## config.mk

```make
export PLATFORM = sky130hd
export DESIGN_NAME = csr_bank
export DESIGN_NICKNAME = d
export VERILOG_FILES = /design/src/rtl/csr_bank_pkg.sv /design/src/rtl/csr_counter64.sv /design/src/rtl/csr_bank.sv
export SDC_FILE = /design/constraint.sdc
export NUM_CORES = 1
export LEC_CHECK = 0
export CORE_AREA = 4 4 262 264
export CTS_CLUSTER_DIAMETER = 120
export CTS_CLUSTER_SIZE = 30
export DETAILED_ROUTE_END_ITERATION = 12
export DIE_AREA = 0 0 266 268
export MAX_ROUTING_LAYER = met4
export PLACE_DENSITY_LB_ADDON = 0.1
export SYNTH_ARGS = -nofsm -noshare
export SYNTH_HDL_FRONTEND = slang
export SYNTH_SLANG_ARGS = --single-unit
```

## constraint.sdc

```tcl
create_clock -name clk_i -period 11.11 [get_ports clk_i]
set_input_delay 3.333 -clock clk_i [delete_from_list [all_inputs] [get_ports clk_i]]
set_output_delay 3.333 -clock clk_i [all_outputs]
set_load 0.005 [all_outputs]
```

## src/rtl/csr_bank_pkg.sv

```systemverilog
// csr_bank_pkg: CSR addresses, field indices, write masks and widths for the machine-mode CSR bank
package csr_bank_pkg;
    localparam int CSR_ADDR_WIDTH = 12;
    localparam int DATA_WIDTH     = 32;
    localparam logic [CSR_ADDR_WIDTH-1:0] CSR_MSTATUS   = 12'h300;
    localparam logic [CSR_ADDR_WIDTH-1:0] CSR_MISA      = 12'h301;
    localparam logic [CSR_ADDR_WIDTH-1:0] CSR_MIE       = 12'h304;
    localparam logic [CSR_ADDR_WIDTH-1:0] CSR_MTVEC     = 12'h305;
    localparam logic [CSR_ADDR_WIDTH-1:0] CSR_MSCRATCH  = 12'h340;
    localparam logic [CSR_ADDR_WIDTH-1:0] CSR_MEPC      = 12'h341;
    localparam logic [CSR_ADDR_WIDTH-1:0] CSR_MCAUSE    = 12'h342;
    localparam logic [CSR_ADDR_WIDTH-1:0] CSR_MIP       = 12'h344;
    localparam logic [CSR_ADDR_WIDTH-1:0] CSR_MCYCLE    = 12'hB00;
    localparam logic [CSR_ADDR_WIDTH-1:0] CSR_MINSTRET  = 12'hB02;
    localparam logic [CSR_ADDR_WIDTH-1:0] CSR_MCYCLEH   = 12'hB80;
    localparam logic [CSR_ADDR_WIDTH-1:0] CSR_MINSTRETH = 12'hB82;
    localparam logic [CSR_ADDR_WIDTH-1:0] CSR_MHARTID   = 12'hF14;
    localparam int MSTATUS_MIE  = 3;
    localparam int MSTATUS_MPIE = 7;
    localparam int MIE_MSIE     = 3;
    localparam int MIE_MTIE     = 7;
    localparam int MIE_MEIE     = 11;
    localparam logic [DATA_WIDTH-1:0] MSTATUS_WMASK = 32'h0000_0088;
    localparam logic [DATA_WIDTH-1:0] MSTATUS_MPP   = 32'h0000_1800;
    localparam logic [DATA_WIDTH-1:0] MIE_WMASK     = 32'h0000_0888;
    localparam logic [DATA_WIDTH-1:0] ALIGN4_MASK   = 32'hFFFF_FFFC;
endpackage

```

## src/rtl/csr_counter64.sv

```systemverilog
// csr_counter64: 64-bit counter with increment enable and independent lo/hi write ports
module csr_counter64
    import csr_bank_pkg::*;
(
    input  logic                  clk_i,
    input  logic                  rst_i,
    input  logic                  inc,
    input  logic                  we_lo,
    input  logic                  we_hi,
    input  logic [DATA_WIDTH-1:0] wdata,
    output logic [63:0]           value
);
    logic [DATA_WIDTH-1:0] lo, hi;
    logic carry;
    assign carry = inc & (lo == '1);
    assign value = {hi, lo};
    always_ff @(posedge clk_i) begin
        if (rst_i) begin
            lo <= '0;
            hi <= '0;
        end else begin
            lo <= we_lo ? wdata : lo + DATA_WIDTH'(inc);
            hi <= we_hi ? wdata : hi + DATA_WIDTH'(carry);
        end
    end
endmodule

```

## src/rtl/csr_bank.sv

```systemverilog
// csr_bank: machine-mode CSR storage with counters, trap/mret handling and interrupt request
module csr_bank
    import csr_bank_pkg::*;
#(
    parameter logic [DATA_WIDTH-1:0] HART_ID  = 32'd0,
    parameter logic [DATA_WIDTH-1:0] MISA_VAL = 32'h4000_0100
) (
    input  logic                      clk_i,
    input  logic                      rst_i,
    input  logic                      csr_we_i,
    input  logic [CSR_ADDR_WIDTH-1:0] csr_waddr_i,
    input  logic [DATA_WIDTH-1:0]     csr_wdata_i,
    input  logic                      instret_incr_i,
    input  logic [CSR_ADDR_WIDTH-1:0] csr_raddr_i,
    output logic [DATA_WIDTH-1:0]     csr_rdata_o,
    output logic                      csr_rvalid_o,
    input  logic                      trap_i,
    input  logic [DATA_WIDTH-1:0]     trap_pc_i,
    input  logic [DATA_WIDTH-1:0]     trap_cause_i,
    input  logic                      mret_i,
    input  logic                      irq_sw_i,
    input  logic                      irq_timer_i,
    input  logic                      irq_ext_i,
    output logic [DATA_WIDTH-1:0]     mtvec_o,
    output logic [DATA_WIDTH-1:0]     mepc_o,
    output logic                      int_req_o
);
    logic st_mie, st_mpie;
    logic [DATA_WIDTH-1:0] mie_q, mtvec_q, mscratch_q, mepc_q, mcause_q, mip_q;
    logic [DATA_WIDTH-1:0] mstatus_rd, wval, rd_stored;
    logic [63:0] mcycle, minstret;
    logic wr_ok, rd_ok;
    assign mstatus_rd = MSTATUS_MPP | (DATA_WIDTH'(st_mie) << MSTATUS_MIE) | (DATA_WIDTH'(st_mpie) << MSTATUS_MPIE);
    always_comb begin
        wval  = csr_wdata_i;
        wr_ok = 1'b1;
        case (csr_waddr_i)
            CSR_MSTATUS:  wval = (csr_wdata_i & MSTATUS_WMASK) | MSTATUS_MPP;
            CSR_MIE:      wval = csr_wdata_i & MIE_WMASK;
            CSR_MTVEC,
            CSR_MEPC:     wval = csr_wdata_i & ALIGN4_MASK;
            CSR_MSCRATCH, CSR_MCAUSE, CSR_MCYCLE, CSR_MCYCLEH,
            CSR_MINSTRET, CSR_MINSTRETH: wval = csr_wdata_i;
            default:      wr_ok = 1'b0;
        endcase
    end
    always_comb begin
        rd_stored = '0;
        rd_ok     = 1'b1;
        case (csr_raddr_i)
            CSR_MSTATUS:   rd_stored = mstatus_rd;
            CSR_MISA:      rd_stored = MISA_VAL;
            CSR_MIE:       rd_stored = mie_q;
            CSR_MTVEC:     rd_stored = mtvec_q;
            CSR_MSCRATCH:  rd_stored = mscratch_q;
            CSR_MEPC:      rd_stored = mepc_q;
            CSR_MCAUSE:    rd_stored = mcause_q;
            CSR_MIP:       rd_stored = mip_q;
            CSR_MCYCLE:    rd_stored = mcycle[31:0];
            CSR_MCYCLEH:   rd_stored = mcycle[63:32];
            CSR_MINSTRET:  rd_stored = minstret[31:0];
            CSR_MINSTRETH: rd_stored = minstret[63:32];
            CSR_MHARTID:   rd_stored = HART_ID;
            default:       rd_ok = 1'b0;
        endcase
    end
    assign csr_rdata_o  = (csr_we_i && wr_ok && csr_waddr_i == csr_raddr_i) ? wval : rd_stored;
    assign csr_rvalid_o = rd_ok;
    assign int_req_o    = st_mie & |(mie_q & mip_q);
    assign mtvec_o      = mtvec_q;
    assign mepc_o       = mepc_q;
    always_ff @(posedge clk_i) begin
        if (rst_i) begin
            st_mie     <= 1'b0;
            st_mpie    <= 1'b0;
            mie_q      <= '0;
            mtvec_q    <= '0;
            mscratch_q <= '0;
            mepc_q     <= '0;
            mcause_q   <= '0;
            mip_q      <= '0;
        end else begin
            mip_q <= (DATA_WIDTH'(irq_sw_i) << MIE_MSIE) | (DATA_WIDTH'(irq_timer_i) << MIE_MTIE) | (DATA_WIDTH'(irq_ext_i) << MIE_MEIE);
            if (csr_we_i && csr_waddr_i == CSR_MIE) mie_q <= wval;
            if (csr_we_i && csr_waddr_i == CSR_MTVEC) mtvec_q <= wval;
            if (csr_we_i && csr_waddr_i == CSR_MSCRATCH) mscratch_q <= wval;
            if (trap_i) begin
                mepc_q   <= trap_pc_i & ALIGN4_MASK;
                mcause_q <= trap_cause_i;
                st_mpie  <= st_mie;
                st_mie   <= 1'b0;
            end else begin
                if (mret_i) begin
                    st_mie  <= st_mpie;
                    st_mpie <= 1'b1;
                end else if (csr_we_i && csr_waddr_i == CSR_MSTATUS) begin
                    st_mie  <= csr_wdata_i[MSTATUS_MIE];
                    st_mpie <= csr_wdata_i[MSTATUS_MPIE];
                end
                if (csr_we_i && csr_waddr_i == CSR_MEPC) mepc_q <= wval;
                if (csr_we_i && csr_waddr_i == CSR_MCAUSE) mcause_q <= wval;
            end
        end
    end
    csr_counter64 u_cycle (
        .clk_i (clk_i),
        .rst_i (rst_i),
        .inc   (1'b1),
        .we_lo (csr_we_i && csr_waddr_i == CSR_MCYCLE),
        .we_hi (csr_we_i && csr_waddr_i == CSR_MCYCLEH),
        .wdata (csr_wdata_i),
        .value (mcycle)
    );
    csr_counter64 u_instret (
        .clk_i (clk_i),
        .rst_i (rst_i),
        .inc   (instret_incr_i),
        .we_lo (csr_we_i && csr_waddr_i == CSR_MINSTRET),
        .we_hi (csr_we_i && csr_waddr_i == CSR_MINSTRETH),
        .wdata (csr_wdata_i),
        .value (minstret)
    );
endmodule
```

==> results of run 1 <==
==> kinds of logic (layout without fill, tap and decap cells) <==
family / count (synthesis) / in the layout
AOI/OAI and AO/OA: 442 / 442
xor gates and xnor gates: 132 / 132
buffers and inverters: 240 / 349
muxes: 128 / 128
DFF: 293 / 293
adders and majority gates: 7 / 7
and+or+nand+nor: 804 / 804
==> sequential cells by signal, indices dropped and copies added (netlist names) <==
signal,cells
mie_q,32
mtvec_o,32
u_cycle.lo,32
st_mpie,1
mscratch_q,32
mepc_o,32
u_instret.hi,32
mcause_q,32
mip_q,3
u_cycle.hi,32
st_mie,1
u_instret.lo,32
==> worst max-delay path: stages <==
cell             delay, ns
clkdlybuf4s50_1       0.53
or4_4                 0.60
or2_1                 0.48
o31a_1                0.43
nor2_4                0.57
a32o_1                0.49
clkdlybuf4s50_1       0.59
==> how the worst max path moves through the flow <==
| stage | start | to | slack [ns] | cells after the start |
|---|---|---|---|---|
| after floorplan | csr_raddr_i[5] | csr_rdata_o[12] | 2.71 | 7 |
| after global placement | csr_raddr_i[4] | csr_rdata_o[4] | 0.89 | 7 |
| after detailed placement | csr_raddr_i[4] | csr_rdata_o[4] | 0.88 | 7 |
| after CTS | csr_raddr_i[4] | csr_rdata_o[4] | 0.86 | 7 |
| after global routing | csr_waddr_i[10] | csr_rdata_o[4] | 0.68 | 8 |
| final | csr_raddr_i[4] | csr_rdata_o[4] | 0.73 | 7 |
==> layer usage <==
| metal | wire length (µm) | up-vias | part of all wire | track usage |
|---|---|---|---|---|
| met5 | 0 | - | 0 | - |
| met4 | 2360 | 0 | 0.030 | 0.0528 |
| met3 | 4940 | 74 | 0.064 | 0.0381 |
| met2 | 33400 | 481 | 0.43 | 0.315 |
| met1 | 37100 | 7856 | 0.48 | 0.303 |
| li1 | - | 7563 | - | - |
==> power groups by stage <==
stage	Sequential, W	Combinational, W	Clock, W
2_1_floorplan	0.00110	0.000111	0
3_3_place_gp	0.00111	0.000239	0
3_5_place_dp	0.00111	0.000240	0
4_1_cts	0.00109	0.000241	0.000679
5_1_grt	0.00109	0.000256	0.000706
6_report	0.00109	0.000241	0.000660
==> area by class of cell <==
type,count,area share
Sequential cell,293,0.294
Multi-Input combinational cell,1513,0.487
Inverter,43,0.00808
Timing Repair Buffer,285,0.135
Clock inverter,6,0.00263
Clock buffer,15,0.0188
Tap cell,873,0.0547
==> stage by stage <==
stage | cell area [µm²] | worst slack (ns) | power (W) | instances | hold slack [ns]
2_1_floorplan | 16500 | 2.71 | 0.00121 | 2046 | 0.426
3_3_place_gp | 19500 | 0.893 | 0.00135 | 3007 | 0.439
3_5_place_dp | 19500 | 0.882 | 0.00135 | 3007 | 0.443
4_1_cts | 20000 | 0.863 | 0.00201 | 3028 | 0.463
5_1_grt | 20000 | 0.683 | 0.00205 | 3028 | 0.473
6_report | 20000 | 0.731 | 0.00199 | 3028 | 0.460
==> layout by cell type (no fill, tap or decap), types with 12 or more instances in the layout <==
cell / count
dfxtp_1: 293
clkdlybuf4s50_1: 219
nor2_1: 200
nand2_1: 163
nand3_1: 130
a211oi_1: 123
mux2i_1: 120
a21oi_1: 116
xnor2_1: 73
nor3_1: 70
nor2b_1: 63
buf_4: 62
xor2_1: 59
inv_1: 43
nand4_1: 41
o22ai_1: 39
and2_1: 37
a221oi_1: 29
a311oi_1: 26
o21ai_0: 19
a32o_1: 17
a2bb2oi_1: 16
clkbuf_16: 15
and3_1: 13
o211ai_1: 12
==> impl_metrics.toml, run 1 <==
[place]
dp_hpwl_mm = 55.1
gp_congestion = 0.819
portBuffers = 224

[yosys]
synthXorXnorAreaFrac = 0.0700
syn_area_um2 = 16500
yosysTopAreaCellShare = 0.355
synth-adder-area-share = 0.00531
yosysMostFrequentCell = "dfxtp_1"
ys_warn_count = 0
ys_seq_area_frac = 0.355
yosys-mux-area-fraction = 0.0782
synth_simple_gate_area_frac = 0.246
yosys.cell_types.count = 71
ys_top_cells_by_area = "dfxtp_1, mux2i_1, a211oi_1"
synth-main-ff-cell = "dfxtp_1"
synth_fp_nets = 2182
synth_top_family_by_area = "simple AND/OR/NAND/NOR gates"
syn_avg_cell_area_um2 = 8.07
synth_cells = 2046
ys_async_sr_fraction = 0
synth-edff-count = 0
ys_top_cells_by_count = "dfxtp_1, nor2_1, nand2_1, clkbuf_1, nand3_1"
yosysTopAreaCell = "dfxtp_1"
synth-compound-area-share = 0.188
synth-seq-cells = 293

[sta]
fin_setup_tns_ns = 0
fin_worst_skew_ns = 0.0361
fin_crit_sh = 0.934
final-setup-viol-count = 0
relSlewSlack = 0.228
hold_viol = 0
drv_slew = 0
fmax_mhz = 96.3
tightest_slew_ns = 1.15
final.min_clock_period_ns = 10.38
rsz0062_at_grt = "no"

[routing]
num_vias = 15974
ant_nets = 0
drt_iter0_drc = 1364
post-route-drc-count = 0
wl_per_cell_um = 25.7
vias_per_cell = 5.28
wl_mm = 77.7
drt-pass1-iter-count = 6

[cts]
hold_buffers = 0
clk_pin_slew_worst_paths_ns = 0.12
cts_tree = "done"
cts_sinks = 293
cts_buffers = 14
clock_latency_ns = 0.55
cts_buffer_depth = 3
cts.repair.resized = 0
cts_root_buf = "clkbuf_16"
postCtsSetupBuffers = 0
cts.htree.levels = 1

[global_routing]
grt_pass1_vias = 15403
track_usage = 0.214
grt_antenna_before_repair = 0
grt_pass1_wl_mm = 111
grt_max_degree = 118
grt_overflow_total = 0

[setup_path]
crit_type = "input port to primary output"
worstPathRequired_ns = 7.78
r2r-start = "u_cycle.lo[0]"
r2r_slack_ns = 6.44
r2r_cells = 13
cp-start-kind = "input port"
r2r-end = "u_cycle.hi[22]"
crit_arrival_ns = 7.05
endpoint_kind = "primary output"
critPathMaxFanout = 17

[run_status]
outcome = "completed"

[final_layout]
multi_input_area_um2 = 9720
fin_nets = 2286
register_area_um2 = 5870
fillCellCount = 7119
drive_above_1_share = 0.0603
antenna_cells = 0
finish.utilization = 0.300
area_growth_pct = 21.0

[min_path]
holdPathStages = 2
holdPathEnd = "mscratch_q[26]"
hold_path.class = "register to register"
hold_start = "mscratch_q[26]"

[power]
p_switching_w = 0.000560
p_sw_frac = 0.282
intPower_w = 0.00143
power_density_nw_per_um2 = 99.5
ir_drop_v = 0.0000836
power_frac_comb = 0.121
pwr-share-seq = 0.547
power_frac_clock = 0.332
p_leak_nw = 6.52

[die]
dieArea_um2 = 71300
start_util = 0.248
pin_count = 227
die_height_um = 268
die_x_um = 266
core-area_um2 = 66600
rows = 95

[job]
drv_cap = 0
Power figures use the tool's default switching activity.
==> run 2, diff against run 1 <==
- SKIP_LAST_GASP: not set -> 1
==> results of run 2 <==
Same layout as run 1: the final DEF is identical, and so are final timing and power.
==> run 3, diff against run 2 <==
- CORE_AREA: 4 4 262 264 -> 4 4 229 231
- DIE_AREA: 0 0 266 268 -> 0 0 233 235
==> run 3 against run 2 <==
  * Sequential cell count stayed put
  * Largest power group unchanged
  * Die area is 23% lower
  * Hold slack better by 0.0031 ns
  * Combinational power is 5% lower
  * Critical path type unchanged
  * Count of clock-buffer cells in the layout is 1 higher
  * Critical path depth is 2 higher
==> impl_metrics.toml, run 3 (same netlist as run 1, synthesis figures left out) <==
[sta]
fmax_mhz = 96.7
hold_viol = 0
rsz0062_at_grt = "no"
fin_crit_sh = 0.931
tightest_slew_ns = 1.16
fin_worst_skew_ns = 0.0357
fin_setup_tns_ns = 0
final-setup-viol-count = 0
drv_slew = 0
final.min_clock_period_ns = 10.35
relSlewSlack = 0.221

[routing]
drt-pass1-iter-count = 5
vias_per_cell = 5.70
wl_mm = 69.7
post-route-drc-count = 0
num_vias = 16054
drt_iter0_drc = 1420
wl_per_cell_um = 24.7
ant_nets = 0

[cts]
hold_buffers = 0
cts_tree = "done"
cts_buffers = 14
cts_sinks = 293
postCtsSetupBuffers = 0
cts_root_buf = "clkbuf_16"
cts.htree.levels = 1
clk_pin_slew_worst_paths_ns = 0.10
cts_buffer_depth = 3
cts.repair.resized = 0
clock_latency_ns = 0.55

[final_layout]
drive_above_1_share = 0.0542
register_area_um2 = 5870
fin_nets = 2272
fillCellCount = 5252
multi_input_area_um2 = 9720
layout_common_cells = "dfxtp_1, clkdlybuf4s50_1, nor2_1"
mostFrequentLayoutCell = "dfxtp_1"
area_growth_pct = 19.0
finish.utilization = 0.392

[setup_path]
crit_type = "input port to primary output"
critPathMaxFanout = 16
worstPathRequired_ns = 7.78
cp-start-kind = "input port"
crit_arrival_ns = 7.01
endpoint_kind = "primary output"

[die]
core-area_um2 = 50100
pin_count = 227
dieArea_um2 = 54800
die_height_um = 235
die_x_um = 233
start_util = 0.330
rows = 82

[power]
p_leak_nw = 6.46
ir_drop_v = 0.000134
power_density_nw_per_um2 = 102

[place]
gp_congestion = 0.895
dp_hpwl_mm = 48.7
portBuffers = 224

[run_status]
outcome = "completed"

[global_routing]
grt_pass1_vias = 15279
grt_max_degree = 105
grt_antenna_before_repair = 2
track_usage = 0.251
grt_overflow_total = 0
grt_pass1_wl_mm = 103

[job]
drv_cap = 0

[min_path]
hold_path.class = "register to register"
run 3: cell type report:
cell class / instances / area share
multi-input combinational: 1513 / 0.495
sequential: 293 / 0.299
timing repair buffer: 271 / 0.132
tap: 672 / 0.0428
clock buffer: 16 / 0.0198
inverter: 43 / 0.00822
clock inverter: 5 / 0.00350
antenna: 2 / 0.000255
run 3: metrics by stage:
step | cells | total power (W) | hold slack (ns) | setup WS, ns | area (µm²)
5_1_grt | 2815 | 0.00205 | 0.481 | 0.711 | 19600
3_3_place_gp | 2792 | 0.00133 | 0.438 | 0.991 | 19200
4_1_cts | 2813 | 0.00201 | 0.464 | 1.00 | 19600
2_1_floorplan | 2046 | 0.00121 | 0.426 | 2.71 | 16500
6_report | 2815 | 0.00199 | 0.463 | 0.764 | 19600
3_5_place_dp | 2792 | 0.00133 | 0.443 | 1.01 | 19200
run 3: critical path, cell delays in order:
cell and delay [ns]:
clkdlybuf4s50_1 0.81, or3b_2 0.65, nor3_1 0.57, buf_4 0.29, nand3_1 0.09, o31ai_1 0.08
nor2_1 0.07, a21oi_1 0.49, clkdlybuf4s50_1 0.62
run 3: power breakdown:
group / switching [W] / total (W) / internal, W
Combinational: 0.000129 / 0.000228 / 0.0000991
Clock: 0.000396 / 0.000681 / 0.000285
Sequential: 0.0000171 / 0.00109 / 0.00107
Total: 0.000542 / 0.00199 / 0.00145
run 3: worst paths after layout:
kind	startpoint	end	slack, ns	depth (start not counted)
setup / recovery	csr_raddr_i[3]	csr_rdata_o[29]	0.76	9
setup reg to reg	u_cycle.lo[0]	u_cycle.hi[24]	6.68	13
hold reg to reg	mscratch_q[7]	mscratch_q[7]	0.46	2
hold / removal	mscratch_q[7]	mscratch_q[7]	0.46	2
run 3: layer usage:
metal	vias to the layer above	wire (µm)	track usage
met2	596	30500	0.371
met3	102	4290	0.0283
met5	-	0	-
met1	7806	32400	0.358
met4	0	2470	0.0779
li1	7550	-	-
